`src/rtl/dcache_tag_pkg.sv`:
```
// Shared types and sizing helpers for the set-associative data cache tag array.
package dcache_tag_pkg;

  typedef enum logic [1:0] {
    FL_IDLE,
    FL_SCAN,
    FL_WB_WAIT,
    FL_DONE
  } flush_state_t;

  // Way-number width; a single-way cache still carries a 1-bit way field.
  function automatic int ways_w_f(input int ways);
    return (ways <= 2) ? 1 : $clog2(ways);
  endfunction

  // Tree PLRU needs WAYS-1 bits; keep one dummy bit for the direct-mapped case.
  function automatic int plru_bits_f(input int ways);
    return (ways > 1) ? ways - 1 : 1;
  endfunction

endpackage

```
`src/rtl/dcache_plru.sv`:
```
// Combinational tree pseudo-LRU: picks the LRU way and computes the tree after a touch.
module dcache_plru
  import dcache_tag_pkg::*;
#(
  parameter int WAYS = 2,
  localparam int WW = ways_w_f(WAYS),
  localparam int PB = plru_bits_f(WAYS)
) (
  input  logic [PB-1:0] tree,
  input  logic [WW-1:0] touch_way,
  output logic [WW-1:0] plru_way,
  output logic [PB-1:0] tree_next
);

  localparam int LEVELS = $clog2(WAYS);

  // Heap-ordered tree: node n has children 2n+1 / 2n+2, each bit points at the LRU half.
  always_comb begin
    logic on_path;
    int   node;
    on_path  = 1'b1;
    node     = 0;
    plru_way = '0;
    for (int w = 0; w < WAYS; w++) begin
      on_path = 1'b1;
      node    = 0;
      for (int l = 0; l < LEVELS; l++) begin
        if (tree[node] != w[LEVELS-1-l]) on_path = 1'b0;
        node = 2 * node + 1 + int'(w[LEVELS-1-l]);
      end
      if (on_path) plru_way = WW'(w);
    end
  end

  always_comb begin
    int node;
    node      = 0;
    tree_next = tree;
    for (int w = 0; w < WAYS; w++) begin
      if (touch_way == WW'(w)) begin
        node = 0;
        for (int l = 0; l < LEVELS; l++) begin
          tree_next[node] = ~w[LEVELS-1-l];
          node = 2 * node + 1 + int'(w[LEVELS-1-l]);
        end
      end
    end
  end

endmodule

```
`src/rtl/data_cache_tag_assoc.sv`:
```
// N-way tag array with parallel compare, invalid-first/PLRU victim choice and a flush engine.
module data_cache_tag_assoc
  import dcache_tag_pkg::*;
#(
  parameter int WAYS    = 2,
  parameter int INDEX_W = 2,
  parameter int TAG_W   = 8,
  localparam int WW     = ways_w_f(WAYS),
  localparam int PB     = plru_bits_f(WAYS),
  localparam int SETS   = 2 ** INDEX_W
) (
  input  logic               clk,
  input  logic               rst_n,
  input  logic               lk_valid,
  input  logic [INDEX_W-1:0] lk_index,
  input  logic [TAG_W-1:0]   lk_tag,
  output logic               lk_done,
  output logic               hit,
  output logic [WW-1:0]      hit_way,
  output logic [WW-1:0]      victim_way,
  output logic               victim_valid,
  output logic               victim_dirty,
  output logic [TAG_W-1:0]   victim_tag,
  input  logic               we,
  input  logic [INDEX_W-1:0] wr_index,
  input  logic [WW-1:0]      wr_way,
  input  logic               valid_in,
  input  logic               dirty_in,
  input  logic [TAG_W-1:0]   tag_in,
  input  logic               flush_req,
  output logic               wb_valid,
  input  logic               wb_ready,
  output logic [INDEX_W-1:0] wb_index,
  output logic [TAG_W-1:0]   wb_tag,
  output logic               busy,
  output logic               flush_done
);

  logic               valid_q [SETS][WAYS];
  logic               dirty_q [SETS][WAYS];
  logic [TAG_W-1:0]   tag_q   [SETS][WAYS];
  logic [PB-1:0]      plru_q  [SETS];

  flush_state_t       state_q, state_d;
  logic [INDEX_W-1:0] set_q;
  logic [WW-1:0]      way_q;

  logic               lk_fire, wr_fire;
  logic [WAYS-1:0]    match;
  logic               hit_c, inv_c;
  logic [WW-1:0]      hit_way_c, inv_way_c, plru_way, victim_c, unused_way;
  logic [PB-1:0]      lk_tree, wr_tree;
  logic               line_dirty, line_last, advance;

  assign lk_fire = lk_valid && !busy;
  assign wr_fire = we && !busy;

  // Descending scan so the lowest-numbered match / invalid way wins.
  always_comb begin
    match     = '0;
    hit_c     = 1'b0;
    hit_way_c = '0;
    inv_c     = 1'b0;
    inv_way_c = '0;
    for (int w = WAYS - 1; w >= 0; w--) begin
      match[w] = valid_q[lk_index][w] && (tag_q[lk_index][w] == lk_tag);
      if (match[w]) begin
        hit_c     = 1'b1;
        hit_way_c = WW'(w);
      end
      if (!valid_q[lk_index][w]) begin
        inv_c     = 1'b1;
        inv_way_c = WW'(w);
      end
    end
  end

  dcache_plru #(.WAYS(WAYS)) u_plru_lookup (
    .tree      (plru_q[lk_index]),
    .touch_way (hit_way_c),
    .plru_way  (plru_way),
    .tree_next (lk_tree)
  );

  dcache_plru #(.WAYS(WAYS)) u_plru_write (
    .tree      (plru_q[wr_index]),
    .touch_way (wr_way),
    .plru_way  (unused_way),
    .tree_next (wr_tree)
  );

  assign victim_c   = inv_c ? inv_way_c : plru_way;
  assign line_dirty = valid_q[set_q][way_q] && dirty_q[set_q][way_q];
  assign line_last  = (set_q == INDEX_W'(SETS - 1)) && (way_q == WW'(WAYS - 1));
  assign advance    = ((state_q == FL_SCAN) && !line_dirty) ||
                      ((state_q == FL_WB_WAIT) && wb_ready);

  always_ff @(posedge clk) begin
    if (!rst_n) begin
      for (int s = 0; s < SETS; s++) begin
        for (int w = 0; w < WAYS; w++) begin
          valid_q[s][w] <= 1'b0;
          dirty_q[s][w] <= 1'b0;
          tag_q[s][w]   <= '0;
        end
        plru_q[s] <= '0;
      end
    end else begin
      if (wr_fire) begin
        tag_q[wr_index][wr_way]   <= tag_in;
        valid_q[wr_index][wr_way] <= valid_in;
        dirty_q[wr_index][wr_way] <= dirty_in;
      end
      if (advance) begin
        valid_q[set_q][way_q] <= 1'b0;
        dirty_q[set_q][way_q] <= 1'b0;
      end
      // A write to the same set as a hitting lookup owns that set's PLRU update.
      if (state_q == FL_DONE) begin
        for (int s = 0; s < SETS; s++) plru_q[s] <= '0;
      end else begin
        if (wr_fire && valid_in) plru_q[wr_index] <= wr_tree;
        if (lk_fire && hit_c && !(wr_fire && (wr_index == lk_index)))
          plru_q[lk_index] <= lk_tree;
      end
    end
  end

  always_ff @(posedge clk) begin
    if (!rst_n) begin
      lk_done      <= 1'b0;
      hit          <= 1'b0;
      hit_way      <= '0;
      victim_way   <= '0;
      victim_valid <= 1'b0;
      victim_dirty <= 1'b0;
      victim_tag   <= '0;
    end else begin
      lk_done <= lk_fire;
      if (lk_fire) begin
        hit          <= hit_c;
        hit_way      <= hit_way_c;
        victim_way   <= victim_c;
        victim_valid <= valid_q[lk_index][victim_c];
        victim_dirty <= dirty_q[lk_index][victim_c];
        victim_tag   <= tag_q[lk_index][victim_c];
      end
    end
  end

  always_ff @(posedge clk) begin
    if (!rst_n) begin
      state_q  <= FL_IDLE;
      set_q    <= '0;
      way_q    <= '0;
      wb_index <= '0;
      wb_tag   <= '0;
    end else begin
      state_q <= state_d;
      if (state_q == FL_IDLE) begin
        set_q <= '0;
        way_q <= '0;
      end else if (advance) begin
        if (way_q == WW'(WAYS - 1)) begin
          way_q <= '0;
          set_q <= set_q + 1'b1;
        end else begin
          way_q <= way_q + 1'b1;
        end
      end
      if ((state_q == FL_SCAN) && line_dirty) begin
        wb_index <= set_q;
        wb_tag   <= tag_q[set_q][way_q];
      end
    end
  end

  always_comb begin
    state_d    = state_q;
    busy       = (state_q != FL_IDLE);
    wb_valid   = (state_q == FL_WB_WAIT);
    flush_done = (state_q == FL_DONE);
    unique case (state_q)
      FL_IDLE:    if (flush_req) state_d = FL_SCAN;
      FL_SCAN: begin
        if (line_dirty)     state_d = FL_WB_WAIT;
        else if (line_last) state_d = FL_DONE;
      end
      FL_WB_WAIT: if (wb_ready) state_d = line_last ? FL_DONE : FL_SCAN;
      FL_DONE:    state_d = FL_IDLE;
      default:    state_d = FL_IDLE;
    endcase
  end

  assert property (@(posedge clk) disable iff (!rst_n) lk_fire |-> $onehot0(match));

endmodule
```
`config.mk`:
```
export PLATFORM = sky130hd
export DESIGN_NAME = data_cache_tag_assoc
export DESIGN_NICKNAME = d
export VERILOG_FILES = /design/src/rtl/dcache_tag_pkg.sv /design/src/rtl/dcache_plru.sv /design/src/rtl/data_cache_tag_assoc.sv
export SDC_FILE = /design/constraint.sdc
export NUM_CORES = 1
export LEC_CHECK = 0
export BUFFER_PORTS_ARGS = -buffer_cell sky130_fd_sc_hd__buf_2
export CAP_MARGIN = 20
export CORE_MARGIN = 3
export CORE_UTILIZATION = 55
export DETAILED_ROUTE_END_ITERATION = 8
export PLACE_DENSITY = 0.72
export SYNTH_ARGS = -nofsm -noshare
export SYNTH_HDL_FRONTEND = slang
export SYNTH_SLANG_ARGS = --single-unit
export TNS_END_PERCENT = 30
```
`constraint.sdc`:
```
create_clock -name clk -period 2.9 [get_ports clk]
set_input_delay 0.58 -clock clk [delete_from_list [all_inputs] [get_ports clk]]
set_output_delay 0.58 -clock clk [all_outputs]
set_load 0.01 [all_outputs]
```
; ---- Word level (Yosys, flattened, before mapping)
; Memories as Yosys holds them, arrays and structs flattened. A register that Yosys moved wholly into a read port is not among the register bits.
; Index checks and enable logic that the tools add are counted.
[totals]
inputBits = 29
mem_bits_rw = 84
elab_cells = 163
ff_bits = 29
out_inout_bits = 27
mem_count = 4
[op_classes]
reduce_logical = 31
bitwise = 8
n_addsub = 2
order_cmp = 5
mux = 91
n_eq_ne = 10
[mem_list]
columns = name, depth, width, rd, rd_clocked_by_memory_dff, wr, line
row1 = tag_q, 4, 16, 2, 1, 4, data_cache_tag_assoc.sv:41  ; logic [TAG_W-1:0] tag_q [SETS][WAYS];
row2 = dirty_q, 4, 2, 2, 1, 4, data_cache_tag_assoc.sv:40  ; logic dirty_q [SETS][WAYS];
row3 = valid_q, 4, 2, 2, 1, 4, data_cache_tag_assoc.sv:39  ; logic valid_q [SETS][WAYS];
row4 = plru_q, 4, 1, 1, 0, 4, data_cache_tag_assoc.sv:42  ; logic [PB-1:0] plru_q [SETS];
[ops]
columns = operator, count
row1 = $mux 2, 28
row2 = $mux 8, 7
row3 = $mux 1, 49
row4 = $mux 16, 3
row5 = $eq 8x8->1, 2
row6 = $reduce_or 16->1, 1
row7 = $logic_and 1x1->1, 15
row8 = $reduce_or 2->1, 5
row9 = $demux 8 s1, 1
row10 = $pmux 2 s4, 1
row11 = $eq 2x2->1 const B, 3
row12 = $ge 2x2->1 const B, 3
row13 = $not 1->2, 3
row14 = $lt 2x1->1 const B, 2
row15 = $or 1x1->1, 4
row16 = $logic_not 1->1, 3
row17 = $ne 3x3->1 const B, 1
row18 = $reduce_and 3->1, 1
row19 = $add 2x1->2 const B, 1
row20 = $demux 1 s1, 2
row21 = $eq 2x1->1 const B, 1
row22 = $eq 2x2->1, 1
row23 = $logic_not 2->1, 1
row24 = $ne 2x1->1 const B, 1
row25 = 7 further kinds, 8

; ---- Depth between registers and ports, before layout
[depth]
ltp_word = 13
mapped_depth = 8
ltp_nobuf = 7

; ---- By module
; Synthesis repeated with hierarchy kept, for this count alone.
[hier_totals]
hier_cells = 509
area_unflattened_um2 = 6140.9
[by_module_without_submodules]
columns = module, cells_each, area_each_um2, seq_area_each_um2, instances
row1 = data_cache_tag_assoc, 505, 6118.4, 3072.9, 1
row2 = dcache_plru, 2, 11.3, 0.0, 2

; ---- Worst setup path after synthesis
; Ideal clock, no wire load.
[synth_timing]
path_type = input port to flip-flop
from = input lk_index[1]
to = memory plru_q[3] (netlist bit), enable pin
arrival_time_ns = 2.227
cell_stages = 8
n_path_buf = 2
t_required_ns = 2.589
setup_slack_ns = 0.362
setup_ns = 0.311
cell_sequence = clkbuf_1 > clkbuf_1 > mux4_1 > xnor2_1 > nand4_2 > nor4_4 > o21ai_1 > o211ai_1
[synth_lines]
columns = item, line
row1 = from (decl), data_cache_tag_assoc.sv:15  ; input logic [INDEX_W-1:0] lk_index,
row2 = to (decl), data_cache_tag_assoc.sv:42

==> Implementation_results.wiki <==
{| class="wikitable"
! Metric !! Value
|-
| Status || finished clean
|-
| Routed WL per cell || 21.5 µm
|-
| Kind of capture point of the worst setup path || register
|-
| Post-synth EDFFs || 77
|-
| Number of buffers inserted during clock tree synthesis || 17
|-
| Max-cap violations || 0
|-
| Root buffer cell || sky130_fd_sc_hd__clkbuf_8
|-
| Syn Std Cell Area || 6020 µm²
|-
| Total detailed-routing wirelength || 15300 µm
|-
| Largest delay contributor family on the critical path || compound AO/OA/AOI/OAI gates
|-
| Count of synthesis-stage warnings from yosys || 0
|-
| Clock latency of the later-clocked register in the worst-skew pair || 0.52 ns
|-
| Vias in the first global route || 4391
|-
| Starting Density || 0.575
|-
| Share of the clock period used by the worst path || 0.895
|-
| Post-synthesis cell type with the largest combined area || sky130_fd_sc_hd__edfxtp_1
|-
| Die boundary height || 111 µm
|-
| Endpoint required time on the critical path || 3.08 ns
|-
| Kind of start point of the critical path || register
|-
| Final hold vios || 0
|-
| Finished Core Util || 0.676
|-
| Register clock-pin slew on the reported worst setup and hold paths || 0.05 ns
|-
| Total negative slack for setup checks || 0 ns
|-
| Number of gates resized after cts || 0
|-
| Htree depth || 4
|-
| Number of buffers added to fix hold violations after cts || 0
|-
| Worst reg2reg endpoint || valid_q[1][0]$_SDFFCE_PN0P_
|-
| Ant diodes || 0
|-
| Floorplan core area || 10500 µm²
|-
| Register-to-register path setup slack || 0.31 ns
|-
| Post-synth ARST share || 0
|-
| Setup repair after global routing missed its margin || false
|-
| CTS tree || built
|-
| Post-route ant nets || 0
|-
| Gp weighted congestion || 0.898
|-
| Category of the most critical setup path || register to register
|-
| Clock Path Buffers || 2
|-
| Starting DRT DRC Count || 616
|-
| Growth of design area from synthesis to finish || 17.5%
|-
| Detailed-route DRC error count || 0
|-
| Predominant post-synthesis flop cell || sky130_fd_sc_hd__edfxtp_1
|-
| Avg Cell Area, Syn || 12.2 µm²
|-
| Largest voltage drop on the vdd net || 0.000598 V
|-
| Master of the slowest instance on the critical path || sky130_fd_sc_hd__o41ai_2
|-
| Power per cell area || 590 nW/µm²
|-
| Distinct cell type count of the synthesized netlist || 53
|-
| Critical path fanouts, max || 9
|-
| Count of mapped cells out of synthesis || 493
|-
| Syn_nets || 523
|-
| Antenna violations before repair || 0
|-
| Setup bufs post-CTS || 0
|-
| Number of buffers and inverters on the critical path || 0
|-
| Total number of vias || 4467
|-
| Peak Freq || 385 MHz
|-
| Synth top cells by count || sky130_fd_sc_hd__edfxtp_1 (77), sky130_fd_sc_hd__and2_1 (43), sky130_fd_sc_hd__nand2_1 (43)
|-
| Overall global routing resource usage || 0.258
|-
| Ratio of cells with drive above 1 in the final layout || 0.255
|-
| Type of the worst min-delay path || input pin to register
|-
| Capture point of the critical path || valid_q[1][0]$_SDFFCE_PN0P_
|-
| Width of the die || 111 µm
|-
| Crit path depth || 6
|-
| Sequential fraction of the synthesis area || 0.511
|-
| Pin count of the biggest net entering global routing || 26
|-
| Detail-routed via count per cell || 6.27
|-
| Post-layout net count || 594
|-
| First-pass DRT Iterations || 5
|-
| Maximum cell stage delay along the critical path || 0.56 ns
|-
| Max_slew headroom || 0.431
|-
| Leakage Power || 2.89 nW
|-
| First-pass GRT wire length || 24100 µm
|-
| Arr. time, crit path || 2.78 ns
|-
| Number of placement rows || 37
|-
| Ordered cell list for the critical path || nand4bb_1 -> nand4_1 -> o41ai_2 -> a21oi_2 -> mux2_2 -> o31ai_1
|-
| Clk_skew || 0.00840 ns
|-
| Setup-failing EPs final || 0
|-
| Slew at the pin closest to its max-slew limit || 0.853 ns
|-
| Buffers added on ports || 55
|-
| Total Die Area || 12200 µm²
|-
| Most repeated cell in the gate-level netlist after synthesis || sky130_fd_sc_hd__edfxtp_1
|-
| Number of pins with negative max-slew slack in the final report || 0
|-
| R2r worst-path depth || 6
|-
| Clock period minus worst slack || 2.59 ns
|-
| Post-synth top area share || 0.384
|-
| Leftover overflow at the end of global routing || 0
|-
| Number of ports placed on the die boundary || 56
|-
| HPWL after DPL || 11400 µm
|-
| Number of sinks driven by the clock tree || 115
|-
| Dominant cells by area after synthesis || sky130_fd_sc_hd__edfxtp_1 (38%), sky130_fd_sc_hd__dfxtp_1 (13%), sky130_fd_sc_hd__mux4_2 (10%)
|-
| Number of flip-flops and latches in the synthesized netlist || 115
|}
## registers in the layout, indices dropped and copies added, names as in the netlist, named ones only
signal / flops
hit_way: 1
wb_tag: 8
set_q: 2
way_q: 1
victim_valid: 1
victim_dirty: 1
dirty_q: 8
lk_done: 1
plru_q: 4
tag_q: 64
hit: 1
valid_q: 8
state_q: 2
victim_tag: 8
victim_way: 1
wb_index: 2
## per-stage QoR
stage	instance area, µm²	total power [W]	worst slack (ns)	std cells	hold WS [ns]
final	7070	0.00417	0.305	713	0.327
after global routing	7070	0.00431	0.188	713	0.304
after CTS	7070	0.00419	0.380	713	0.297
after detailed placement	6530	0.00230	0.0892	681	0.453
after global placement	6530	0.00229	0.0915	681	0.438
after floorplan	6020	0.00214	0.362	493	0.449
## cell type report
| class | count | area (µm²) |
|---|---|---|
| sequential | 115 | 3070 |
| timing repair buffer | 83 | 485 |
| tap | 136 | 170 |
| inverter | 6 | 22.5 |
| fill | 746 | 3390 |
| clock buffer | 28 | 528 |
| clock inverter | 4 | 20.0 |
| multi-input combinational | 341 | 2780 |
## per-layer routing
| layer | vias to the layer above | track usage | wire (µm) |
|---|---|---|---|
| met5 | - | 0 | 0 |
| met2 | 257 | 0.365 | 6760 |
| li1 | 2021 | - | - |
| met4 | 0 | 0.0920 | 285 |
| met1 | 2163 | 0.374 | 6760 |
| met3 | 26 | 0.0849 | 1510 |
## logic make-up (layout without fill, tap and decap cells)
| logic type | after synthesis | count (layout) | share of synthesized area |
|---|---|---|---|
| fa+ha+maj | 1 | 1 | 0.00208 |
| flops | 115 | 115 | 0.511 |
| compound gates | 73 | 73 | 0.0809 |
| xor+xnor | 17 | 17 | 0.0247 |
| simple gates | 194 | 194 | 0.176 |
| buf+inv | 37 | 121 | 0.0291 |
| mux | 56 | 56 | 0.177 |
## placed cells by master, fill, tap and decap left out, types with 6 or more instances in the layout
master                       n
sky130_fd_sc_hd__a21o_1      6
sky130_fd_sc_hd__a21oi_1    15
sky130_fd_sc_hd__a311oi_1    8
sky130_fd_sc_hd__and2_1     43
sky130_fd_sc_hd__and3_1     25
sky130_fd_sc_hd__buf_2      55
sky130_fd_sc_hd__buf_4      28
sky130_fd_sc_hd__clkbuf_1    6
sky130_fd_sc_hd__clkbuf_16  18
sky130_fd_sc_hd__dfxtp_1    38
sky130_fd_sc_hd__edfxtp_1   77
sky130_fd_sc_hd__mux2i_1    18
sky130_fd_sc_hd__mux4_1     10
sky130_fd_sc_hd__mux4_2     27
sky130_fd_sc_hd__nand2_1    43
sky130_fd_sc_hd__nand2b_1    6
sky130_fd_sc_hd__nand3_1     8
sky130_fd_sc_hd__nor2_1     35
sky130_fd_sc_hd__nor3_1     11
sky130_fd_sc_hd__o21ai_0    15
sky130_fd_sc_hd__xnor2_1    16
## worst min path at each step
stage / startpoint / end / depth (start not counted)
2_1_floorplan: valid_q[2][1]$_DFF_P_ / valid_q[2][1]$_DFF_P_ / 1
3_3_place_gp: victim_valid$_SDFFE_PN0P_ / victim_valid$_SDFFE_PN0P_ / 2
3_5_place_dp: victim_valid$_SDFFE_PN0P_ / victim_valid$_SDFFE_PN0P_ / 2
4_1_cts: wb_ready / state_q[0]$_SDFFE_PN0P_ / 3
5_1_grt: wb_ready / state_q[0]$_SDFFE_PN0P_ / 3
6_report: wb_ready / state_q[0]$_SDFFE_PN0P_ / 3
## where the power goes
part	total, W	leakage [nW]	internal (W)	switching (W)
clock network	0.00189	0.273	0.00121	0.000679
registers	0.00186	1.11	0.00182	0.0000434
logic	0.000418	1.51	0.000173	0.000245
## worst register-to-register path, delay by kind of cell, from the launching register on
kind / cells / cell delay (ns)
AND/OR/NAND/NOR: 2 / 0.37
flip-flops: 1 / 0.47
multiplexers: 1 / 0.33
AO/OA/AOI/OAI: 3 / 1.10
(Power assumes the default switching activity.)
